==> src/rtl/line_rng_pad_pkg.sv <==
`default_nettype none
// ============================================================================
// Module   : line_rng_pkg
// Brief    : Shared pad-mode encodings, FSM states and half-width helper for
//            the line_rng_pad horizontal window generator.
// Revision : 1.0
// ============================================================================
package line_rng_pkg;

  localparam logic [1:0] PAD_ZERO = 2'd0;
  localparam logic [1:0] PAD_REPL = 2'd1;
  localparam logic [1:0] PAD_MIRR = 2'd2;

  typedef enum logic [3:0] {
    IDLE  = 4'b0001,
    FILL  = 4'b0010,
    RUN   = 4'b0100,
    FLUSH = 4'b1000
  } state_t;

  function automatic int calc_h(input int krnh_sz);
    return (krnh_sz - 1) / 2;
  endfunction

endpackage
`default_nettype wire

==> src/rtl/line_rng_pad_sel.sv <==
`default_nettype none
// ============================================================================
// Module   : line_rng_pad_sel
// Brief    : Per-slot source selection: maps a window slot to the resident
//            shift-register slot that holds its (possibly padded) column.
// Revision : 1.0
// ============================================================================
module line_rng_pad_sel
  import line_rng_pkg::*;
#(
  parameter int KRNH_SZ    = 5,
  parameter int IMG_HW_WTH = 12,
  parameter int SLOT       = 0,
  parameter int SW         = $clog2(KRNH_SZ)
) (
  input  logic [1:0]            i_mode,
  input  logic [IMG_HW_WTH-1:0] i_pos,
  input  logic [IMG_HW_WTH-1:0] i_wid,
  input  logic                  i_wknown,
  output logic [SW-1:0]         o_slot,
  output logic                  o_zero
);

  localparam int c_h  = calc_h(KRNH_SZ);
  localparam int c_sn = IMG_HW_WTH + 3;
  localparam logic signed [c_sn-1:0] c_slot = c_sn'(SLOT);
  localparam logic signed [c_sn-1:0] c_one  = c_sn'(1);
  localparam logic signed [c_sn-1:0] c_zero = '0;

  logic signed [c_sn-1:0] w_pos;
  logic signed [c_sn-1:0] w_col;
  logic signed [c_sn-1:0] w_wm1;
  logic signed [c_sn-1:0] w_slot;
  logic                   w_zero_mode;
  logic                   w_mirr;
  logic [c_sn-SW-1:0]     w_unused_slot_hi;

  // Slot k nominally holds column pos-k; column m lives in slot pos-m.
  assign w_pos       = $signed({3'b000, i_pos});
  assign w_col       = w_pos - c_slot;
  assign w_wm1       = $signed({3'b000, i_wid}) - c_one;
  assign w_zero_mode = (i_mode == PAD_ZERO);
  // Before the line end is known every emitted window implies W>H.
  assign w_mirr      = (i_mode == PAD_MIRR) &&
                       (!i_wknown || (i_wid > IMG_HW_WTH'(c_h)));

  always_comb begin
    o_zero = 1'b0;
    w_slot = c_slot;
    if (w_col < c_zero) begin
      if (w_zero_mode) begin
        o_zero = 1'b1;
      end else if (w_mirr) begin
        w_slot = w_pos + w_col;
      end else begin
        w_slot = w_pos;
      end
    end else if (i_wknown && (w_col > w_wm1)) begin
      if (w_zero_mode) begin
        o_zero = 1'b1;
      end else if (w_mirr) begin
        w_slot = w_pos - (w_wm1 <<< 1) + w_col;
      end else begin
        w_slot = w_pos - w_wm1;
      end
    end
  end

  assign o_slot           = w_slot[SW-1:0];
  assign w_unused_slot_hi = w_slot[c_sn-1:SW];

endmodule
`default_nettype wire

==> src/rtl/line_rng_pad.sv <==
`default_nettype none
// ============================================================================
// Module   : line_rng_pad
// Brief    : Horizontal window generator with runtime border padding; emits
//            one KRNV_SZ x KRNH_SZ window per input pixel of each line.
// Revision : 1.0
// ============================================================================
module line_rng_pad
  import line_rng_pkg::*;
#(
  parameter int DBUF_DW    = 8,
  parameter int KRNV_SZ    = 6,
  parameter int KRNH_SZ    = 5,
  parameter int IMG_HW_WTH = 12
) (
  input  logic                                clk,
  input  logic                                rst_n,
  input  logic [DBUF_DW*KRNV_SZ-1:0]          i_data,
  input  logic                                i_href,
  input  logic                                i_hstr,
  input  logic                                i_hend,
  input  logic                                i_vstr,
  input  logic                                i_vend,
  input  logic [1:0]                          i_pad_mode,
  output logic [DBUF_DW*KRNV_SZ*KRNH_SZ-1:0]  o_data,
  output logic                                o_dvld,
  output logic                                o_hstr,
  output logic                                o_hend,
  output logic                                o_vstr,
  output logic                                o_vend,
  output logic                                o_ovf
);

  localparam int c_h  = calc_h(KRNH_SZ);
  localparam int c_cw = DBUF_DW * KRNV_SZ;
  localparam int c_sw = $clog2(KRNH_SZ);
  localparam int c_fw = $clog2(c_h + 1);
  localparam logic [IMG_HW_WTH-1:0] c_cnt_max    = '1;
  localparam logic [IMG_HW_WTH-1:0] c_one        = IMG_HW_WTH'(1);
  localparam logic [IMG_HW_WTH-1:0] c_pos_h      = IMG_HW_WTH'(c_h);
  localparam logic [c_fw-1:0]       c_flush_last = c_fw'(c_h - 1);

  state_t                       r_state;
  logic [c_cw-1:0]              r_sr     [KRNH_SZ];
  logic [c_cw-1:0]              w_sr_nxt [KRNH_SZ];
  logic [IMG_HW_WTH-1:0]        r_cnt;
  logic [IMG_HW_WTH-1:0]        r_wid;
  logic [c_fw-1:0]              r_fcnt;
  logic [1:0]                   r_mode;
  logic                         r_vstr;
  logic                         r_vend;

  logic [IMG_HW_WTH-1:0]        w_cnt_nxt;
  logic [IMG_HW_WTH-1:0]        w_pos;
  logic                         w_acc;
  logic                         w_start;
  logic                         w_flush;
  logic                         w_shift;
  logic                         w_emit;
  logic                         w_first;
  logic                         w_last;
  logic                         w_wknown;
  logic [c_cw*KRNH_SZ-1:0]      w_win;

  assign w_acc    = i_href && ((r_state == FILL) || (r_state == RUN));
  assign w_start  = i_href && i_hstr && ((r_state == IDLE) || (r_state == FLUSH));
  assign w_flush  = (r_state == FLUSH) && !w_start;
  assign w_shift  = w_acc || w_start || w_flush;
  assign w_wknown = (r_state == FLUSH);

  // Flush cycles count as dummy columns so window x stays at pos-H.
  assign w_cnt_nxt = w_start              ? c_one :
                     (r_cnt == c_cnt_max) ? r_cnt : r_cnt + c_one;
  assign w_pos     = w_cnt_nxt - c_one;
  assign w_emit    = (w_acc || w_flush) && (w_pos >= c_pos_h);
  assign w_first   = (w_pos == c_pos_h);
  assign w_last    = w_flush && (r_fcnt == c_flush_last);

  assign w_sr_nxt[0] = w_flush ? '0 : i_data;

  generate
    for (genvar k = 1; k < KRNH_SZ; k++) begin : g_shift
      assign w_sr_nxt[k] = r_sr[k-1];
    end
  endgenerate

  generate
    for (genvar k = 0; k < KRNH_SZ; k++) begin : g_sel
      logic [c_sw-1:0] w_slot;
      logic            w_zero;

      line_rng_pad_sel #(
        .KRNH_SZ    (KRNH_SZ),
        .IMG_HW_WTH (IMG_HW_WTH),
        .SLOT       (k),
        .SW         (c_sw)
      ) u_sel (
        .i_mode   (r_mode),
        .i_pos    (w_pos),
        .i_wid    (r_wid),
        .i_wknown (w_wknown),
        .o_slot   (w_slot),
        .o_zero   (w_zero)
      );

      assign w_win[k*c_cw +: c_cw] = (w_zero || (int'(w_slot) >= KRNH_SZ)) ?
                                     '0 : w_sr_nxt[w_slot];
    end
  endgenerate

  always_ff @(posedge clk or negedge rst_n) begin
    if (!rst_n) begin
      r_state <= IDLE;
      r_sr    <= '{default: '0};
      r_cnt   <= '0;
      r_wid   <= '0;
      r_fcnt  <= '0;
      r_mode  <= PAD_REPL;
      r_vstr  <= 1'b0;
      r_vend  <= 1'b0;
      o_data  <= '0;
      o_dvld  <= 1'b0;
      o_hstr  <= 1'b0;
      o_hend  <= 1'b0;
      o_vstr  <= 1'b0;
      o_vend  <= 1'b0;
      o_ovf   <= 1'b0;
    end else begin
      o_dvld <= w_emit;
      o_hstr <= w_emit && w_first;
      o_hend <= w_emit && w_last;
      o_vstr <= w_emit && w_first && r_vstr;
      o_vend <= w_emit && w_last && r_vend;
      o_ovf  <= w_start && (r_state == FLUSH);
      if (w_emit) begin
        o_data <= w_win;
      end
      if (w_shift) begin
        r_sr  <= w_sr_nxt;
        r_cnt <= w_cnt_nxt;
      end
      // A new line pre-empts whatever flush is still pending.
      if (w_start) begin
        r_mode <= i_pad_mode;
        r_vstr <= i_vstr;
        r_fcnt <= '0;
        if (i_hend) begin
          r_state <= FLUSH;
          r_wid   <= w_cnt_nxt;
          r_vend  <= i_vend;
        end else begin
          r_state <= FILL;
        end
      end else begin
        case (r_state)
          IDLE: begin
          end
          FILL, RUN: begin
            if (w_acc) begin
              if (i_hend) begin
                r_state <= FLUSH;
                r_wid   <= w_cnt_nxt;
                r_vend  <= i_vend;
                r_fcnt  <= '0;
              end else if (w_first) begin
                r_state <= RUN;
              end
            end
          end
          FLUSH: begin
            r_fcnt <= r_fcnt + c_fw'(1);
            if (r_fcnt == c_flush_last) begin
              r_state <= IDLE;
            end
          end
          default: r_state <= IDLE;
        endcase
      end
    end
  end

endmodule
`default_nettype wire

==> config.mk <==
export PLATFORM = sky130hd
export DESIGN_NAME = line_rng_pad
export DESIGN_NICKNAME = d
export VERILOG_FILES = /design/src/rtl/line_rng_pad_pkg.sv /design/src/rtl/line_rng_pad_sel.sv /design/src/rtl/line_rng_pad.sv
export SDC_FILE = /design/constraint.sdc
export NUM_CORES = 2
export LEC_CHECK = 0
export BUFFER_PORTS_ARGS = -buffer_cell sky130_fd_sc_hd__buf_2
export CORE_MARGIN = 5
export CORE_UTILIZATION = 35
export CTS_CLUSTER_SIZE = 20
export DETAILED_ROUTE_END_ITERATION = 6
export GPL_ROUTABILITY_DRIVEN = 0
export HOLD_SLACK_MARGIN = 0.02
export PLACE_DENSITY = 0.55
export SETUP_SLACK_MARGIN = 0.5
export SYNTH_ARGS = -nofsm -noshare
export SYNTH_HDL_FRONTEND = slang
export SYNTH_SLANG_ARGS = --single-unit
==> constraint.sdc <==
create_clock -name clk -period 17.4 [get_ports clk]
set_input_delay 0.87 -clock clk [delete_from_list [all_inputs] [get_ports clk]]
set_output_delay 0.87 -clock clk [all_outputs]
set_load 0.02 [all_outputs]
Word level (Yosys, flattened, before mapping)
Index checks and enable logic that the tools add are counted.
W data, S select, Z words.
{"block": "totals", "word_cells": 199, "register_bits": 472, "in_bits": 57, "out_inout_bits": 246}
{"block": "op_classes", "addsub": 20, "n_lt_le_gt_ge": 22, "bitwise_logic": 5, "n_eq_ne": 13, "mux": 83, "reduce_logical": 38}
{"operator": "$mux W48", "n": 16}
{"operator": "$bmux W48 S3", "n": 5}
{"operator": "$mux W3", "n": 30}
{"operator": "$mux W12", "n": 6}
{"operator": "$gt A13 B13 Y1", "n": 5}
{"operator": "$lt A13 B1 Y1 const B", "n": 4}
{"operator": "$add A3 B3 Y3", "n": 10}
{"operator": "$sub A12 B1 Y13 const B", "n": 2}
{"operator": "$sub A12 B2 Y13 const B", "n": 2}
{"operator": "$mux W4", "n": 6}
{"operator": "$ge A4 B4 Y1 const B", "n": 5}
{"operator": "$not A3 Y4", "n": 5}
{"operator": "$logic_and A1 B1 Y1", "n": 17}
{"operator": "$ge A3 B3 Y1 const B", "n": 5}
{"operator": "$mux W1", "n": 15}
{"operator": "$sub A12 B3 Y13 const B", "n": 1}
{"operator": "$add A12 B1 Y12 const B", "n": 1}
{"operator": "$eq A12 B12 Y1 const B", "n": 1}
{"operator": "$eq A12 B2 Y1 const B", "n": 1}
{"operator": "$ge A12 B2 Y1 const B", "n": 1}
{"operator": "$gt A12 B2 Y1 const B", "n": 1}
{"operator": "$lt A12 B1 Y1 const B", "n": 1}
{"operator": "$pmux W4 S3", "n": 1}
{"operator": "$sub A12 B1 Y12 const B", "n": 1}
{"operator": "other kinds (22)", "n": 39}

Logic depth before layout (Yosys ltp)
{"block": "logic_depth", "depth_word": 16, "ltp_mapped": 32}

Cells and area by module
A second synthesis with hierarchy kept.
{"block": "unflattened", "hier_cells": 2829, "area_unflattened_um2": 31330.0}
{"module": "line_rng_pad", "seq_area_each_um2": 11813.8, "cells_per_inst": 2242, "area_per_inst_um2": 26917.1, "instances": 1}
{"module": "line_rng_pad_sel (g_sel[3].u_sel)", "seq_area_each_um2": 0.0, "cells_per_inst": 132, "area_per_inst_um2": 1003.5, "instances": 1}
{"module": "line_rng_pad_sel (g_sel[2].u_sel)", "seq_area_each_um2": 0.0, "cells_per_inst": 129, "area_per_inst_um2": 960.9, "instances": 1}
{"module": "line_rng_pad_sel (g_sel[1].u_sel)", "seq_area_each_um2": 0.0, "cells_per_inst": 129, "area_per_inst_um2": 958.4, "instances": 1}
{"module": "line_rng_pad_sel (g_sel[4].u_sel)", "seq_area_each_um2": 0.0, "cells_per_inst": 121, "area_per_inst_um2": 880.8, "instances": 1}
{"module": "line_rng_pad_sel (g_sel[0].u_sel)", "seq_area_each_um2": 0.0, "cells_per_inst": 76, "area_per_inst_um2": 609.3, "instances": 1}

Worst setup path after synthesis
Ideal clock, no wire load.
{"block": "synth_timing", "path_type": "input to register", "from": "input port i_href", "to": "register o_data[166]", "setup_ns": 0.065, "n_path_buf": 8, "arrival_time_ns": 6.863, "setup_slack_ns": 10.472, "stages": 31, "path_cell_list": "buf_2 > nand4bb_4 > or2_1 > clkbuf_1 > clkbuf_1 > nand2_1 > ha_1 > clkbuf_1 > xnor2_1 > inv_1 > ha_1 > nand4_1 > or4b_1 > buf_2 > or2_1 > buf_2 > nor3_1 > xnor2_1 > ha_1 > nand3_1 > nor2_1 > a31oi_1 > a21boi_0 > inv_1 > a21boi_0 > a21boi_0 > clkbuf_1 > clkbuf_1 > o21ai_0 > a211oi_1 > a2111o_1"}
{"block": "synth_between", "elab_chain_cells": 15, "elab_cells_between_ends": 34}
{"element": "start, declared", "line_no": "line_rng_pad.sv:19", "text": "input logic i_href,"}
{"element": "parallel branches: the longest is 15 deep, another holds $sub A12 B2 Y13"}
{"element": "end signal, assigned", "line_no": "line_rng_pad.sv:136", "text": "o_data <= w_win;"}
{"element": "end, declared", "line_no": "line_rng_pad.sv:25", "text": "output logic [DBUF_DW*KRNV_SZ*KRNH_SZ-1:0] o_data,"}
Parallel ways; which one is timed is not known. The select of a mux whose other input is x is not followed.
A chain may end at the register's enable or synchronous reset.

Worst setup path after layout
{"block": "layout_timing", "from": "register r_cnt[0]", "to": "register o_data[76]"}
{"block": "layout_between", "elab_chain_cells": 15, "elab_cells_between_ends": 30}
{"element": "start, declared", "line_no": "line_rng_pad.sv:46", "text": "logic [IMG_HW_WTH-1:0] r_cnt;"}
{"element": "start signal, assigned", "line_no": "line_rng_pad.sv:140", "text": "r_cnt <= w_cnt_nxt;"}
{"element": "$add A12 B1 Y12 or $eq A12 B12 Y1 (tied branches)", "line_no": "line_rng_pad.sv:73", "text": "(r_cnt == c_cnt_max) ? r_cnt : r_cnt + c_one;"}
{"element": "$mux W12 (*)", "line_no": "line_rng_pad.sv:73"}
{"element": "$mux W12 (*)", "line_no": "line_rng_pad.sv:72", "text": "assign w_cnt_nxt = w_start ? c_one :"}
{"element": "$sub A12 B1 Y12 (*)", "line_no": "line_rng_pad.sv:74", "text": "assign w_pos = w_cnt_nxt - c_one;"}
{"element": "$sub A12 B1 Y13 (*)", "line_no": "line_rng_pad_sel.sv:40", "text": "assign w_col = w_pos - c_slot;"}
{"element": "net g_sel[1].u_sel.w_col[0]", "line_no": "line_rng_pad_sel.sv:31", "text": "logic signed [c_sn-1:0] w_col;"}
{"element": "parallel branches: the longest is 9 deep, another holds $gt A13 B13 Y1"}
{"element": "$mux W48 (*)", "line_no": "line_rng_pad.sv:106", "text": "assign w_win[k*c_cw +: c_cw] = (w_zero || (int'(w_slot) >= KRNH_SZ)) ?"}
Mark *: on every way through the listed nets, which the timed path passes. The select of a mux whose other input is x is not followed.

==> results.tsv <==
stage	metric	value	unit
layout	proportion of layout cells with a drive suffix above 1	13.9	%
synth	syn nets	4192	
place	Post-DP HPWL	89100	um
synth	share of the synthesized area in the top cell type	35.5	%
floorplanning	die span in x	317	um
route	DRC Markers	0	
synth	EDFF count, synth	0	
grt	antenna violations before repair	5	
route	routed vias/inst	6.36	
sta	hold slack	0.268	ns
grt	first-pass GRT wire length	223000	um
synth	Synth cell types	90	
synth	largest cells by area after synthesis	dfrtp_1, o211ai_1, nand2_1	
power_and_ir_drop	Power Density	223	nW/um^2
layout	Area Growth Syn to Fin	13.0	%
synth	Ys Warns	0	
clocking	postcts setup bufs	0	
sta	Hold Violations, Final	0	
worst_setup_path	Crit-path slowest cell	a21boi_4	
layout	ant diodes	0	
sta	unrepaired setup endpoints after global routing	no	
worst_setup_path	slowest cell delay on critical path	0.86	ns
layout	Finished Cell Area	37400	sq um
clocking	worst-case clock buffer depth	3	
synth	Synth area leader	dfrtp_1	
worst_setup_path	CP startpoint	r_cnt[0]	
route	drt wl/cell	28.0	um
sta	Max Clk Rate	0.110	GHz
sta	Setup-failing EPs final	0	
floorplanning	Rows	112	
synth	most used flip-flop cell after synthesis	dfrtp_1	
clocking	number of buffers inserted by hold repair at cts	0	
clocking	# resized after CTS	0	
floorplanning	IO Pins	303	
worst_setup_path	startpoint types	register	
worst_setup_path	maximum fanout along the worst path	29	
clocking	H-tree Lvls	2	
grt	GRT overflow	0	
worst_setup_path	Crit. End Element	register	
synth	Seq cells post-synth	472	
worst_setup_path	critical path's most frequent cell	ha_1	
clocking	clock slew seen by the registers of the worst setup and hold paths	0.06	ns
synth	FFs w/ async S/R, synth	100	%
sta	crit share post-route	52.4	%
outcome	status	complete, no violations	
sta	Final TNS setup	0	ns
worst_setup_path	Req. time, crit path	17.93	ns
grt	largest net degree at the start of global routing	153	
synth	Mapped Area	33100	sq um
worst_setup_path	WP data arrival	9.65	ns
min_path	Hold Crit Class	in -> async	
place	number of port buffers	302	
route	via count	34200	
floorplanning	Initial Util	35.4	%
worst_setup_path	origin of the critical flop-to-flop path	r_cnt[0]	
sta	max-slew violations	0	
power_and_ir_drop	Tot Pwr	8.32	mW
layout	Total Nets Final	4200	
synth	count leader, synth	nand2_1	
power_and_ir_drop	Lkg Pwr	16.3	nW
worst_setup_path	Crit Path Class	reg -> reg	
synth	sequential area share after synthesis	35.7	%
worst_setup_path	CP top delay family	simple AND/OR/NAND/NOR gates	
sta	Layout Skew	0.0304	ns
grt	number of global-route vias before repair	32500	
clocking	clk root buf	clkbuf_16	
grt	gr usage total	28.2	%
clocking	clk sinks	472	
place	pre-CTS setup slack	8.09	ns
clocking	TritonCTS clock tree	yes	
clocking	Worst-Skew Late Latency	0.66	ns
flow_run	Max-cap violations	0	
layout	fillers	9678	
clocking	cts bufs inserted	58	
sta	Final WS setup	8.28	ns
sta	actual slew at the worst max-slew pin	1.24	ns
floorplanning	core box area	93600	sq um
synth	Mapped Cells	4062	
sta	crit path time final	9.12	ns
route	antenna-violating nets left	0	
route	Pre-antenna DRT Iters	6	
synth	syn_area_per_cell	8.15	sq um
sta	Worst slew margin	17.2	%
route	DRT iter0 DRCs	3717	
power_and_ir_drop	peak supply drop	157	uV
floorplanning	Die Area	101000	sq um
synth	top cells by count, synth	nand2_1, dfrtp_1, o211ai_1, clkbuf_1, o21ai_0	
worst_setup_path	WP buf/inv	5	
route	WL final	150000	um
place	Post-DP Area	35400	sq um
floorplanning	DIE HEIGHT	317	um
power breakdown:
group          switching [mW]  total [mW]  internal (mW)  leakage (nW)
Sequential              0.631        2.18           1.55          6.14
Combinational            3.15        4.83           1.68          9.17
Clock                   0.541        1.32          0.775          1.01
area by class of cell:
class	instances	area [sq um]	area share, %
Clock buffer	84	1720	4.60
Clock inverter	26	312	0.833
Inverter	80	300	0.803
Multi-Input combinational cell	3086	19600	52.4
Sequential cell	472	11800	31.6
Tap cell	1254	1570	4.20
Timing Repair Buffer	372	2070	5.54
per-layer routing:
| metal | part of all wire (%) | vias to the layer above | track usage [%] | wire, um |
|---|---|---|---|---|
| met2 | 44 | 1851 | 43.8 | 66700 |
| met1 | 41 | 17000 | 38.4 | 62100 |
| met3 | 9.5 | 340 | 5.80 | 14200 |
| met5 | 0 | - | 0 | 0 |
| met4 | 4.8 | 0 | 12.1 | 7230 |
| li1 | - | 15000 | - | - |
cell usage in the layout (no fill, tap or decap), types with 56 or more instances in the layout:
cell | netlist | layout
nand2_1 | 754 | 752
dfrtp_1 | 470 | 470
o211ai_1 | 390 | 390
buf_2 | 46 | 301
o21ai_0 | 243 | 240
nand3_1 | 223 | 221
a21boi_0 | 208 | 206
and3_1 | 201 | 199
nor3_1 | 114 | 113
a211oi_1 | 103 | 102
a32oi_1 | 96 | 96
a21oi_1 | 90 | 85
inv_1 | 77 | 77
ha_1 | 72 | 72
buf_4 | 5 | 68
clkbuf_16 | 0 | 59
a21o_1 | 59 | 57
and2_1 | 56 | 56
worst paths after layout:
check / endpoint / slack [ns] / depth (start not counted)
hold / removal: o_data[39] / 0.27 / 1
max in group asynchronous: r_sr[63] / 14.05 / 4
setup reg to reg: o_data[76] / 8.28 / 27
min in group clk: r_mode[0] / 0.41 / 3
hold reg to reg: o_vend / 0.47 / 1
setup / recovery: o_data[76] / 8.28 / 27
flip-flops by register name (all words and copies together), names as in the netlist:
signal,cells
r_state,4
r_vstr,1
o_vstr,1
o_vend,1
o_ovf,1
o_hstr,1
r_fcnt,2
r_vend,1
o_dvld,1
r_wid,12
o_data,240
r_sr,192
r_cnt,12
r_mode,2
o_hend,1
metrics by stage:
stage,cells,utilization [%]
floorplan,4062,-
global placement,5264,37.8
detailed placement,5264,37.8
CTS,5374,39.9
global route,5374,39.9
finish,5374,39.9
cell families (layout without fill, tap and decap cells):
group | Yosys count | count (layout) | share of synthesized area, %
adder cells (fa/ha/maj) | 73 | 73 | 2.78
flip-flops | 472 | 472 | 35.7
XOR/XNOR | 66 | 66 | 1.89
multiplexers | 9 | 9 | 0.333
buffers and inverters | 504 | 562 | 6.08
AO/OA/AOI/OAI | 1437 | 1437 | 31.7
AND/OR/NAND/NOR | 1501 | 1501 | 21.5
No activity file was read; power rests on OpenSTA's default activity.
